File: config.mk
export PLATFORM = sky130hd
export DESIGN_NAME = larpix_config_responder_flat
export DESIGN_NICKNAME = d
export VERILOG_FILES = /design/src/rtl/larpix_pkt_pkg.sv /design/src/rtl/larpix_config_responder_if.sv /design/src/rtl/larpix_pkt_check.sv /design/src/rtl/larpix_config_responder.sv /design/src/flat_wrapper.sv
export SDC_FILE = /design/constraint.sdc
export NUM_CORES = 1
export LEC_CHECK = 0
export CORE_MARGIN = 2
export CORE_UTILIZATION = 45
export DETAILED_ROUTE_END_ITERATION = 12
export PLACE_DENSITY = 0.86
export SLEW_MARGIN = 5
export SYNTH_ARGS = -nofsm -noshare
export SYNTH_HDL_FRONTEND = slang
export SYNTH_SLANG_ARGS = --single-unit
File: constraint.sdc
create_clock -name clk -period 2.99 [get_ports clk]
set_clock_uncertainty 0.2 [all_clocks]
set_input_delay 0.598 -clock clk [delete_from_list [all_inputs] [get_ports clk]]
set_output_delay 0.598 -clock clk [all_outputs]
set_load 0.05 [all_outputs]
File: src/rtl/larpix_pkt_pkg.sv
// Packet layout, declare codes and parity helper shared by the config packet path.
// Every field position used by the checker and the reply builder lives here.
package larpix_pkt_pkg;

   typedef enum logic [1:0] {
      DATA      = 2'd1,
      CFG_WRITE = 2'd2,
      CFG_READ  = 2'd3
   } pkt_decl_e;

   localparam int DECL_LSB   = 0;
   localparam int DECL_MSB   = 1;
   localparam int ID_LSB     = 2;
   localparam int ID_MSB     = 9;
   localparam int ADDR_LSB   = 10;
   localparam int ADDR_MSB   = 17;
   localparam int DATA_LSB   = 18;
   localparam int DATA_MSB   = 25;
   localparam int MAGIC_LSB  = 26;
   localparam int MAGIC_MSB  = 57;
   localparam int FLAGS_LSB  = 58;
   localparam int FLAGS_MSB  = 61;
   localparam int DOWN_BIT   = 62;
   localparam int PARITY_BIT = 63;

   localparam logic [31:0] PKT_MAGIC = 32'h8950_4E47;

   // Parity bit value that makes the full 64-bit word odd.
   function automatic logic odd_parity(input logic [62:0] body);
      return ~^body;
   endfunction

endpackage

File: src/rtl/larpix_config_responder_if.sv
// UART rx/tx and register-map handshake between the responder and the chip fabric.
// The responder takes the master side: it drives every strobe.
interface larpix_config_responder_if #(
   parameter int WIDTH = 64
);
   logic [WIDTH-1:0] rx_data;
   logic             rx_empty;
   logic             uld_rx_data;
   logic             cfg_we;
   logic             cfg_re;
   logic [7:0]       cfg_addr;
   logic [7:0]       cfg_wdata;
   logic [7:0]       cfg_rdata;
   logic [3:0]       fifo_flags;
   logic [WIDTH-1:0] tx_data;
   logic             ld_tx_data;
   logic             tx_busy;

   modport master (
      input  rx_data, rx_empty, cfg_rdata, fifo_flags, tx_busy,
      output uld_rx_data, cfg_we, cfg_re, cfg_addr, cfg_wdata, tx_data, ld_tx_data
   );

   modport slave (
      output rx_data, rx_empty, cfg_rdata, fifo_flags, tx_busy,
      input  uld_rx_data, cfg_we, cfg_re, cfg_addr, cfg_wdata, tx_data, ld_tx_data
   );
endinterface

File: src/rtl/larpix_pkt_check.sv
// Combinational decode of a latched packet: parity, magic, chip-ID match and declare type.
module larpix_pkt_check
   import larpix_pkt_pkg::*;
#(
   parameter int          WIDTH     = 64,
   parameter logic [31:0] MAGIC     = PKT_MAGIC,
   parameter logic [7:0]  GLOBAL_ID = 8'hFF
) (
   input  logic [WIDTH-1:0] pkt,
   input  logic [7:0]       chip_id,
   output logic             parity_ok,
   output logic             magic_ok,
   output logic             id_match,
   output logic             is_write,
   output logic             is_read
);
   logic [7:0] id;
   logic [1:0] decl;

   assign id        = pkt[ID_MSB:ID_LSB];
   assign decl      = pkt[DECL_MSB:DECL_LSB];
   assign parity_ok = pkt[PARITY_BIT] == odd_parity(pkt[PARITY_BIT-1:0]);
   assign magic_ok  = pkt[MAGIC_MSB:MAGIC_LSB] == MAGIC;
   assign id_match  = (id == chip_id) || (id == GLOBAL_ID);
   assign is_write  = decl == CFG_WRITE;
   assign is_read   = decl == CFG_READ;
endmodule

File: src/rtl/larpix_config_responder.sv
// Chip-side config packet engine: unloads rx words, validates them, performs register
// writes, and answers reads with a reply packet loaded into the transmitter.
module larpix_config_responder
   import larpix_pkt_pkg::*;
#(
   parameter int          WIDTH     = 64,
   parameter logic [31:0] MAGIC     = PKT_MAGIC,
   parameter logic [7:0]  GLOBAL_ID = 8'hFF,
   parameter int          CNT_W     = 8
) (
   input  logic                 clk,
   input  logic                 reset_n,
   input  logic [7:0]           chip_id,
   larpix_config_responder_if.master bus,
   output logic [CNT_W-1:0]     pkt_cnt,
   output logic [CNT_W-1:0]     parity_err_cnt,
   output logic [CNT_W-1:0]     magic_err_cnt
);
   typedef enum logic [2:0] {
      IDLE, UNLOAD, CHECK, WRITE, READ_REQ, READ_CAP, SEND, GUARD
   } state_e;

   state_e           state;
   logic [WIDTH-1:0] pkt_r, reply_r, tx_data_r;
   logic             uld_r, we_r, re_r, ld_r;
   logic [7:0]       addr_r, wdata_r;
   logic             parity_ok, magic_ok, id_match, is_write, is_read;
   logic [62:0]      reply_body;

   larpix_pkt_check #(
      .WIDTH(WIDTH), .MAGIC(MAGIC), .GLOBAL_ID(GLOBAL_ID)
   ) u_check (
      .pkt(pkt_r), .chip_id(chip_id), .parity_ok(parity_ok), .magic_ok(magic_ok),
      .id_match(id_match), .is_write(is_write), .is_read(is_read)
   );

   // Reply always carries our own ID, even when answering a broadcast.
   assign reply_body = {1'b1, bus.fifo_flags, MAGIC, bus.cfg_rdata, addr_r, chip_id, CFG_READ};

   function automatic logic [CNT_W-1:0] sat_inc(input logic [CNT_W-1:0] c);
      return (&c) ? c : c + CNT_W'(1);
   endfunction

   assign bus.uld_rx_data = uld_r;
   assign bus.cfg_we      = we_r;
   assign bus.cfg_re      = re_r;
   assign bus.cfg_addr    = addr_r;
   assign bus.cfg_wdata   = wdata_r;
   assign bus.tx_data     = tx_data_r;
   assign bus.ld_tx_data  = ld_r;

   // Strobes are registered on entry to their state, so each is high exactly one cycle.
   always_ff @(posedge clk or negedge reset_n) begin
      if (!reset_n) begin
         state          <= IDLE;
         pkt_r          <= '0;
         reply_r        <= '0;
         tx_data_r      <= '0;
         uld_r          <= 1'b0;
         we_r           <= 1'b0;
         re_r           <= 1'b0;
         ld_r           <= 1'b0;
         addr_r         <= '0;
         wdata_r        <= '0;
         pkt_cnt        <= '0;
         parity_err_cnt <= '0;
         magic_err_cnt  <= '0;
      end else begin
         uld_r <= 1'b0;
         we_r  <= 1'b0;
         re_r  <= 1'b0;
         ld_r  <= 1'b0;
         case (state)
            IDLE: if (!bus.rx_empty) begin
               uld_r <= 1'b1;
               state <= UNLOAD;
            end
            UNLOAD: begin
               pkt_r <= bus.rx_data;
               state <= CHECK;
            end
            CHECK: begin
               state <= IDLE;
               if (!parity_ok)
                  parity_err_cnt <= sat_inc(parity_err_cnt);
               else if (!(is_write || is_read)) begin
                  // DATA and undefined declares are not ours to answer.
               end else if (!magic_ok)
                  magic_err_cnt <= sat_inc(magic_err_cnt);
               else if (id_match) begin
                  pkt_cnt <= sat_inc(pkt_cnt);
                  addr_r  <= pkt_r[ADDR_MSB:ADDR_LSB];
                  if (is_write) begin
                     we_r    <= 1'b1;
                     wdata_r <= pkt_r[DATA_MSB:DATA_LSB];
                     state   <= WRITE;
                  end else begin
                     re_r  <= 1'b1;
                     state <= READ_REQ;
                  end
               end
            end
            WRITE:    state <= IDLE;
            READ_REQ: state <= READ_CAP;
            READ_CAP: begin
               reply_r <= {odd_parity(reply_body), reply_body};
               state   <= SEND;
            end
            SEND: if (!bus.tx_busy) begin
               tx_data_r <= reply_r;
               ld_r      <= 1'b1;
               state     <= GUARD;
            end
            GUARD:    state <= IDLE;
            default:  state <= IDLE;
         endcase
      end
   end
endmodule

File: src/flat_wrapper.sv
// flat-port wrapper written by rule: the top's interface ports become plain ports
module larpix_config_responder_flat import larpix_pkt_pkg::*;
#(
   parameter int          WIDTH     = 64,
   parameter logic [31:0] MAGIC     = PKT_MAGIC,
   parameter logic [7:0]  GLOBAL_ID = 8'hFF,
   parameter int          CNT_W     = 8
)
  (clk, reset_n, chip_id, pkt_cnt, parity_err_cnt, magic_err_cnt, bus_rx_data, bus_rx_empty, bus_cfg_rdata, bus_fifo_flags, bus_tx_busy, bus_uld_rx_data, bus_cfg_we, bus_cfg_re, bus_cfg_addr, bus_cfg_wdata, bus_tx_data, bus_ld_tx_data);
  larpix_config_responder_if #(.WIDTH(WIDTH)) bus_i ();
  input  logic clk;
  input  logic reset_n;
  input  logic [7:0] chip_id;
  output logic [CNT_W-1:0] pkt_cnt;
  output logic [CNT_W-1:0] parity_err_cnt;
  output logic [CNT_W-1:0] magic_err_cnt;
  input wire logic [$bits(bus_i.rx_data)-1:0] bus_rx_data;
  input wire logic [$bits(bus_i.rx_empty)-1:0] bus_rx_empty;
  input wire logic [$bits(bus_i.cfg_rdata)-1:0] bus_cfg_rdata;
  input wire logic [$bits(bus_i.fifo_flags)-1:0] bus_fifo_flags;
  input wire logic [$bits(bus_i.tx_busy)-1:0] bus_tx_busy;
  output wire logic [$bits(bus_i.uld_rx_data)-1:0] bus_uld_rx_data;
  output wire logic [$bits(bus_i.cfg_we)-1:0] bus_cfg_we;
  output wire logic [$bits(bus_i.cfg_re)-1:0] bus_cfg_re;
  output wire logic [$bits(bus_i.cfg_addr)-1:0] bus_cfg_addr;
  output wire logic [$bits(bus_i.cfg_wdata)-1:0] bus_cfg_wdata;
  output wire logic [$bits(bus_i.tx_data)-1:0] bus_tx_data;
  output wire logic [$bits(bus_i.ld_tx_data)-1:0] bus_ld_tx_data;
  assign bus_i.rx_data = bus_rx_data;
  assign bus_i.rx_empty = bus_rx_empty;
  assign bus_i.cfg_rdata = bus_cfg_rdata;
  assign bus_i.fifo_flags = bus_fifo_flags;
  assign bus_i.tx_busy = bus_tx_busy;
  assign bus_uld_rx_data = bus_i.uld_rx_data;
  assign bus_cfg_we = bus_i.cfg_we;
  assign bus_cfg_re = bus_i.cfg_re;
  assign bus_cfg_addr = bus_i.cfg_addr;
  assign bus_cfg_wdata = bus_i.cfg_wdata;
  assign bus_tx_data = bus_i.tx_data;
  assign bus_ld_tx_data = bus_i.ld_tx_data;
  larpix_config_responder #(.WIDTH(WIDTH), .MAGIC(MAGIC), .GLOBAL_ID(GLOBAL_ID), .CNT_W(CNT_W)) u_core (.clk(clk), .reset_n(reset_n), .chip_id(chip_id), .bus(bus_i), .pkt_cnt(pkt_cnt), .parity_err_cnt(parity_err_cnt), .magic_err_cnt(magic_err_cnt));
endmodule
==> key figures <==
Route
  • # DRC: 0
  • DRT Pass-1 Iters: 4
  • Via density: 4.963
  • WL final: 17.70 mm
  • Antenna-violating nets left: 0
  • DR vias: between 5000 and 6000
  • WL/cell: 16.84 um
  • Drt first-iter violations: 248

Die
  • # rows: 48
  • Core area: 17300 um2
  • DIE WIDTH: 136.9 um
  • Chip Height: around 140 um
  • I/O Pins: 196
  • Starting Density: 45.92%
  • Die Area: 18730 um2

Setup path
  • Crit path max-delay cell type: xor3_4
  • CP Cell Sequence: inv_1 > ha_1 > xor2_1 > xnor2_1 > xnor2_1 > xnor2_1 > buf_4 > buf_4 > xor3_4 > nand2_4 > mux2_4
  • Worst Setup Start Kind: flop
  • CP required: ~3.1 ns
  • WP data arrival: 3.10 ns
  • Most Frequent Cell on Critical Path: xnor2_1
  • CP Class: reg2reg
  • Critical Path Sink Type: flop
  • Crit-path max FO: 8
  • Peak per-stage delay on the critical path: around 0.60 ns

Global route
  • Vias in the first global route: ~5400
  • Initial antenna violation count: 0
  • Largest net degree at the start of global routing: 76
  • Total gr overflow: 0
  • Gr usage total: between 10% and 20%
  • First-pass GRT wire length: 27.12 mm

Power
  • Internal Power: 8.631 mW
  • Worst vdd ir: ~0.0019 V
  • PD cells: 1300 nW/um2
  • Net Sw Power: about 5.7 mW
  • Clock Power Share: 16.2%
  • Flop pwr share: 22.9%
  • Comb power frac: 60.9%
  • Lkg Pwr: 4.857 nW
  • Switch share: 39.92%

Clock network
  • CTS Buf Count: 17
  • TritonCTS Sinks: roughly 170
  • Clock transition at path regs: 0.06 ns
  • CTS Buffer Depth: 2
  • Root Driver: clkbuf_16
  • Worst-skew pair later-pin latency: 0.43 ns
  • H-Tree Depth: 4
  • TritonCTS clock tree: built

Job
  • Max capacitance violation total: 0

Finish
  • N_diodes: 0
  • Fin cells: around 1100
  • Layout net count: just over 900
  • Fill count: 1293
  • Post-route cell area: 11050 um2
  • Share of layout cells above drive strength 1: 29.42%
  • Reg area: 4280 um2
  • Area grow syn2layout: 39.15%
  • Area of the multi-input gates: about 3700 um2

Timing
  • Tcrit/Tclk final: 99.92%
  • Max Clk Rate: 334.7 MHz
  • Tmin final: 2.988 ns
  • Final worst slack: 0.002249 ns
  • Rel. slew slack: 52.78%
  • Setup Viol. Count Final: 0
  • Hold_ws: -0.006980 ns
  • Worst-margin pin slew: 0.7084 ns
  • Setup_tns: 0 ns
  • Final max-slew violation count: 0
  • Final Hold Violating Endpoints: 2
  • RSZ-0062 raised after global routing: true

Yosys
  • Simple-Gate Fraction of Synth Area: 6.128%
  • Ys async rst share: 100.0%
  • Largest family of logic cells by synthesized area: multiplexers
  • Synth area leaders: dfrtp_1 54%, mux2_2 17%, xnor2_1 7.6%, ha_1 3.9%, buf_4 3.2%
  • Post-synth EDFFs: 0
  • Post-Synth Adder-Cell Area: 3.938%
  • Synth top cells by count: 171 x dfrtp_1, 121 x mux2_2, 69 x xnor2_1, 34 x buf_4, 33 x nand2_1
  • Ys Warns: 0
  • Unique cell type count in the Yosys netlist: 39
  • Sequential-to-total area share from yosys stat: 53.88%
  • Synth Area per Inst: roughly 13 um2
  • Register bit total from synthesis: 171
  • Complex-gate fraction of the synthesized area: roughly 2.4%
  • Synth Cell Area: 7943 um2
  • Synth Instances: 617
  • Yosys top cell area share: 53.88%
  • Most common cell in the netlist: dfrtp_1
  • Dominant synthesized flop cell: dfrtp_1
  • Area leader, netlist: dfrtp_1
  • Post-synthesis mux area share: 17.16%
  • Post-Synth XOR/XNOR Area: 11.11%

Worst hold path
  • Hold WC Path Type: in2async

Place
  • Port Buffer Count: 176
  • HPWL Detailed: 12.52 mm
  • Placed Instance Area: between 10000 and 15000 um2
  • Dpl ws: -0.1182 ns
  • Final GP Congestion: 0.7996
  • Placed insts: about 1000

Run status
  • Failing checks: negative hold slack
  • Status: finished, violations left
state kept, by name, indices dropped and copies added (netlist names):
register / flops
u_core.bus.uld_rx_data: 1
u_core.pkt_r: 64
u_core.bus.cfg_wdata: 8
u_core.parity_err_cnt: 8
u_core.pkt_cnt: 8
u_core.bus.tx_data: 30
u_core.state: 3
u_core.bus.cfg_we: 1
u_core.bus.ld_tx_data: 1
u_core.reply_r: 30
u_core.bus.cfg_re: 1
u_core.bus.cfg_addr: 8
u_core.magic_err_cnt: 8
cell usage in the layout (no fill, tap or decap), types with 4 or more instances in the layout:
cell type	synthesis	final
buf_12	0	5
buf_4	34	27
bufinv_16	0	4
clkbuf_16	0	17
clkdlybuf4s50_1	0	175
conb_1	1	19
dfrtp_1	171	170
ha_1	25	10
ha_4	0	15
inv_1	26	17
inv_2	0	9
mux2_2	121	112
mux2_4	0	9
nand2_1	33	32
nand3_1	8	8
nand4_1	14	14
nor2_1	8	7
nor3_1	9	5
nor3_2	0	4
o21ai_0	23	23
xnor2_1	69	58
xnor2_2	1	11
xor2_1	24	23
timing repair:
action                     in CTS  in global routing
hold buffers                    0                  0
buffers inserted                1                  3
gates resized for setup         7                 51
setup endpoints to repair      22                 32
pin swaps                       6                 19
power groups by stage:
stage / clock [mW] / combinational (mW) / sequential (mW)
2_1_floorplan: 0 / 5.87 / 3.36
3_3_place_gp: 0 / 7.31 / 3.23
3_5_place_dp: 0 / 7.31 / 3.26
4_1_cts: 2.37 / 7.72 / 3.24
5_1_grt: 2.47 / 9.19 / 3.36
6_report: 2.33 / 8.74 / 3.29
final timing paths:
| kind | startpoint | to | slack, ns | cells after the start |
|---|---|---|---|---|
| worst max-delay path | u_core.pkt_r[41] | u_core.magic_err_cnt[1] | 0.002 | 11 |
| worst min-delay path | reset_n | u_core.pkt_r[57] | -0.007 | 1 |
| worst max register to register | u_core.pkt_r[41] | u_core.magic_err_cnt[1] | 0.002 | 11 |
| worst min register to register | u_core.reply_r[62] | u_core.reply_r[62] | 0.26 | 1 |
| max in group asynchronous | reset_n | u_core.pkt_r[4] | 1.83 | 2 |
| min in group clk | u_core.reply_r[62] | u_core.reply_r[62] | 0.26 | 1 |
cell families after synthesis:
group,Yosys count
AO/OA/AOI/OAI,34
XOR/XNOR,96
adder cells (fa/ha/maj),25
buffers and inverters,77
flip-flops,171
multiplexers,121
other,1
AND/OR/NAND/NOR,92
layer usage:
| layer | vias up | wire length (um) | GRT usage (%) | part of all wire, % |
|---|---|---|---|---|
| met5 | - | 0 | 0 | 0 |
| met4 | 0 | 526 | 7.732 | 3.0 |
| met3 | 37 | 742 | 4.333 | 4.2 |
| met2 | 155 | 9015 | 31.75 | 51 |
| met1 | 2581 | 7413 | 23.89 | 42 |
| li1 | 2443 | - | - | - |
layout make-up:
cell class,count,area share [%]
timing repair buffer,210,18.90
inverter,26,0.8831
multi-input combinational,387,33.26
sequential,171,38.73
clock inverter,11,1.517
clock buffer,21,4.166
tap,225,2.547
critical path: cells and delay by family (launching register included):
| kind | cells | cell delay [ns] |
|---|---|---|
| xor gates and xnor gates | 5 | 1.27 |
| adders and majority gates | 1 | 0.25 |
| buffers and inverters | 3 | 0.36 |
| DFF | 1 | 0.36 |
| muxes | 1 | 0.30 |
| and+or+nand+nor | 1 | 0.13 |
metrics by stage:
step / utilization [%] / power (mW)
final: 63.90 / 14.37
after global routing: 63.90 / 15.03
after CTS: 62.02 / 13.33
after detailed placement: 57.93 / 10.58
after global placement: 57.93 / 10.54
after floorplan: - / 9.234
Power figures use the tool's default switching activity.
